`src/rtl/aes_round_sequencer.sv`:
```
// aes_round_sequencer
// Iterative AES encryption round controller. Accepts one 128-bit plaintext
// block, applies the initial AddRoundKey, then drives an external round unit
// once per round (SubBytes/ShiftRows/MixColumns, MixColumns skipped on the last
// round). AddRoundKey is applied to each round result here, and the ciphertext
// is returned through a valid/ready handshake.
//
// Ports:
//   clk, rst              clock, synchronous active-high reset
//   in_valid/in_ready     plaintext handshake, in_data (byte 0 at [127:120])
//   out_valid/out_ready   ciphertext handshake, out_data (0 when not valid)
//   rk_idx/rk             round-key index and same-cycle key from the key store
//   ru_req/ru_ack         round unit handshake
//   ru_last               current round is the final one (no MixColumns)
//   ru_state/ru_result    state to the round unit and its result
//   busy                  a block is in flight or waiting to be collected
module aes_round_sequencer #(
  parameter int unsigned NR = 10
) (
  input  logic         clk,
  input  logic         rst,
  input  logic         in_valid,
  output logic         in_ready,
  input  logic [127:0] in_data,
  output logic         out_valid,
  input  logic         out_ready,
  output logic [127:0] out_data,
  output logic [3:0]   rk_idx,
  input  logic [127:0] rk,
  output logic         ru_req,
  output logic         ru_last,
  output logic [127:0] ru_state,
  input  logic         ru_ack,
  input  logic [127:0] ru_result,
  output logic         busy
);

  if (!(NR == 10 || NR == 12 || NR == 14)) begin : g_bad_nr
    $error("aes_round_sequencer: NR must be 10, 12 or 14");
  end

  localparam logic [3:0] LastRnd = 4'(NR);

  typedef enum logic [1:0] {StIdle, StRound, StDone} state_e;

  state_e       state_q, state_d;
  logic [127:0] st_q, st_d;
  logic [3:0]   rnd_q, rnd_d;

  always_comb begin
    state_d   = state_q;
    st_d      = st_q;
    rnd_d     = rnd_q;
    in_ready  = 1'b0;
    out_valid = 1'b0;
    out_data  = '0;
    rk_idx    = '0;
    ru_req    = 1'b0;
    ru_last   = 1'b0;
    ru_state  = '0;
    busy      = 1'b0;
    unique case (state_q)
      StIdle: begin
        in_ready = 1'b1;
        if (in_valid) begin
          // Initial AddRoundKey with key 0 (rk_idx is 0 in this state).
          st_d    = in_data ^ rk;
          rnd_d   = 4'd1;
          state_d = StRound;
        end
      end
      StRound: begin
        busy     = 1'b1;
        ru_req   = 1'b1;
        ru_state = st_q;
        rk_idx   = rnd_q;
        ru_last  = (rnd_q == LastRnd);
        if (ru_ack) begin
          st_d = ru_result ^ rk;
          if (rnd_q == LastRnd) begin
            state_d = StDone;
          end else begin
            // ru_req stays high: the next round is requested straight away.
            rnd_d = rnd_q + 4'd1;
          end
        end
      end
      StDone: begin
        busy      = 1'b1;
        out_valid = 1'b1;
        out_data  = st_q;
        // in_ready stays low here, so a new block waits one cycle minimum.
        if (out_ready) begin
          state_d = StIdle;
          rnd_d   = '0;
        end
      end
      default: state_d = StIdle;
    endcase
  end

  always_ff @(posedge clk) begin
    if (rst) begin
      state_q <= StIdle;
      st_q    <= '0;
      rnd_q   <= '0;
    end else begin
      state_q <= state_d;
      st_q    <= st_d;
      rnd_q   <= rnd_d;
    end
  end

endmodule

```
`config.mk`:
```
export PLATFORM = sky130hd
export DESIGN_NAME = aes_round_sequencer
export DESIGN_NICKNAME = d
export VERILOG_FILES = /design/src/rtl/aes_round_sequencer.sv
export SDC_FILE = /design/constraint.sdc
export NUM_CORES = 1
export LEC_CHECK = 0
export BUFFER_PORTS_ARGS = -buffer_cell sky130_fd_sc_hd__buf_4
export CORE_AREA = 2 2 255 257
export CTS_BUF_LIST = sky130_fd_sc_hd__clkbuf_8
export CTS_CLUSTER_SIZE = 20
export DETAILED_ROUTE_END_ITERATION = 6
export DIE_AREA = 0 0 257 259
export SLEW_MARGIN = 40
export SYNTH_ARGS = -nofsm -noshare
export SYNTH_HDL_FRONTEND = slang
export SYNTH_SLANG_ARGS = --single-unit
```
`constraint.sdc`:
```
create_clock -name clk -period 2.9 [get_ports clk]
set_clock_uncertainty 0.2 [all_clocks]
set_input_delay 0.435 -clock clk [delete_from_list [all_inputs] [get_ports clk]]
set_output_delay 0.435 -clock clk [all_outputs]
set_load 0.01 [all_outputs]
```
==> out/qor.yml <==
drtIter0Drc: 432
p_switching_mw: 4.28
clkLatencyLatePin_ps: 530
critPathLaunch: "state_q[1]"
p_leak_nw: 7.25
dr_wl_met2_mm: 19.5
place_area_um2: 14300
post-route-util_pct: 24.9
rsz0062_at_grt: "yes"
clock_path_buffers: 2
layout_commonest_cell: "buf_4"
grt_first_pass_wirelength_mm: 56.2
fin_setup_tns_ps: 0
fmax_ghz: 0.354
p_int_mw: 6.20
final_cell_mix: "buf_4, and2_1, dfxtp_1"
clock-root-buffer: "clkbuf_8"
worst_slew_pin_slew_ps: 746
p_clk_share_pct: 14.5
area_delta_synth_final_pct: 88.4
crit_required_ps: 2270
met1_length_mm: 15.5
min_path_type: "primary input to flop"
core-area_um2: 63900
clk_pin_slew_ps: 90
slew_viol_final: 0
grt_antenna_before_repair: 4
min_from: "rk[0]"
pwr-share-comb_pct: 54.5
yosysSeqAreaShare_pct: 31.8
crit_path_start_kind: "flop"
rows: 93
grt_pass1_vias: 9607
track_usage_pct: 11.1
grt_max_degree: 131
crit_arrival_ps: 2190
switching_share_pct: 40.8
seq_power_share_pct: 31.1
layout.nets: 2019
first_pass_iters: 7
ant_nets: 0
setup_viol: 0
clock-sinks: 134
holdWs_ps: 67.1
grt_remaining_overflow: 0
netlist_instances: 896
drt_wl_total_mm: 39.2
hold_viol: 0
top_layer: "met4"
slew_headroom_pct: 50.3
wl_per_cell_um: 15.7
place_congestion: 0.910
dieArea_um2: 66600
cts.htree.levels: 4
setup_ws_ps: 73.5
status: "finished clean"
synth-seq-cells: 134
synth_cell_types: 26
fin_crit_sh_pct: 97.5
vias: 9427
io_buffers: 653
cellPowerDensity_nw_per_um2: 659
maxCapViolations: 0
syn_nets: 1292
yosys_warnings: 0
die_h_um: 259
wl_met3_mm: 2.65
cts_made_buffers: 17
synth_area_um2: 8430
viasPerCell: 3.78
die_w_um: 257
postLayoutCellArea_um2: 15900
initial_core_util_pct: 13.2
critPathKind: "flop to primary output"
io_pins: 654
irDropWorstVdd_mv: 0.542
drc: 0
path_max_fanout: 128
dp_hpwl_mm: 29.7
r2r-start: "state_q[0]"
postSynthAreaPerCell_um2: 9.41
cts_tree: "built"
min_period_ps: 2830
cp-end-kind: "primary output"
dp_slack_ps: 248
layout-drive-gt1-share_pct: 43.1
synth_stat cells:
| cell type | number | share of area [%] |
|---|---|---|
| and2_1 | 259 | 19 |
| dfxtp_1 | 134 | 32 |
| mux2i_1 | 130 | 15 |
| a22o_1 | 128 | 13 |
| xnor2_1 | 128 | 13 |
| clkbuf_1 | 59 | 2.6 |
| buf_2 | 12 | 0.71 |
| ha_1 | 7 | 1.0 |
| nor2_1 | 7 | 0.31 |
| or4_1 | 5 | 0.45 |
| inv_1 | 4 | 0.18 |
| a21oi_1 | 3 | 0.18 |
| nor2b_1 | 3 | 0.22 |
| o21ai_0 | 3 | 0.18 |
| clkbuf_2 | 2 | 0.12 |
| nand3_1 | 2 | 0.12 |
| a2111oi_0 | 1 | 0.10 |
| a31oi_1 | 1 | 0.074 |
| buf_1 | 1 | 0.044 |
| nand2_1 | 1 | 0.044 |
| nand3b_1 | 1 | 0.089 |
| nor2b_4 | 1 | 0.16 |
| nor3_1 | 1 | 0.059 |
| nor4_1 | 1 | 0.074 |
| o31ai_1 | 1 | 0.089 |
| or3_1 | 1 | 0.074 |
metal layers:
layer  vias up  GRT usage, %
met5         -             0
met4         0          6.17
met3        74          3.38
met2       428          19.0
met1      4409          12.1
li1       4516             -
state kept, by name, indices dropped and copies added, names as in the netlist:
signal,count
state_q,2
rnd_q,4
st_q,128
timing repair:
item                                   CTS  global route
hold buffers                           112             0
buffers inserted                         0             0
resized for setup                        1             4
endpoints found under the hold margin  117             0
gates cloned                             0             1
setup endpoints to repair               34            39
stage by stage:
stage,power [mW],std cells
floorplan,6.48,896
global placement,8.68,2345
detailed placement,8.81,2345
CTS,10.6,2489
global route,11.2,2492
finish,10.5,2494
critical path: stages (launching register included):
cell,delay (ps)
dfxtp_1,440
inv_2,90
ha_4,190
buf_16,220
and2_1,350
buf_4,150
logic make-up after synthesis:
kind of cell | synth area share [%]
multiplexers | 15.4
AND/OR/NAND/NOR | 20.8
buffers and inverters | 3.68
XOR/XNOR | 13.3
AO/OA/AOI/OAI | 13.9
adder cells (fa/ha/maj) | 1.04
flip-flops | 31.8
final timing paths:
kind,to,slack [ps],cells past startpoint
max,ru_state[46],70,5
min,st_q[0],70,3
max reg2reg,rnd_q[3],230,6
min reg2reg,st_q[80],290,1
power groups by stage:
stage / combinational [mW] / clock (mW) / sequential (mW)
detailed placement: 5.54 / 0 / 3.27
CTS: 5.69 / 1.64 / 3.24
floorplan: 3.53 / 0 / 2.94
global route: 6.16 / 1.70 / 3.35
finish: 5.71 / 1.52 / 3.25
global placement: 5.44 / 0 / 3.24
cell type report:
cell class / instances / area, um^2
Antenna cell: 3 / 7.51
Clock buffer: 19 / 262
Clock inverter: 13 / 92.6
Fill cell: 6840 / 48000
Inverter: 4 / 15.0
Multi-Input combinational cell: 684 / 5480
Sequential cell: 134 / 2680
Tap cell: 855 / 1070
Timing Repair Buffer: 782 / 6280
Note: power is estimated with default switching activity, not from simulation.
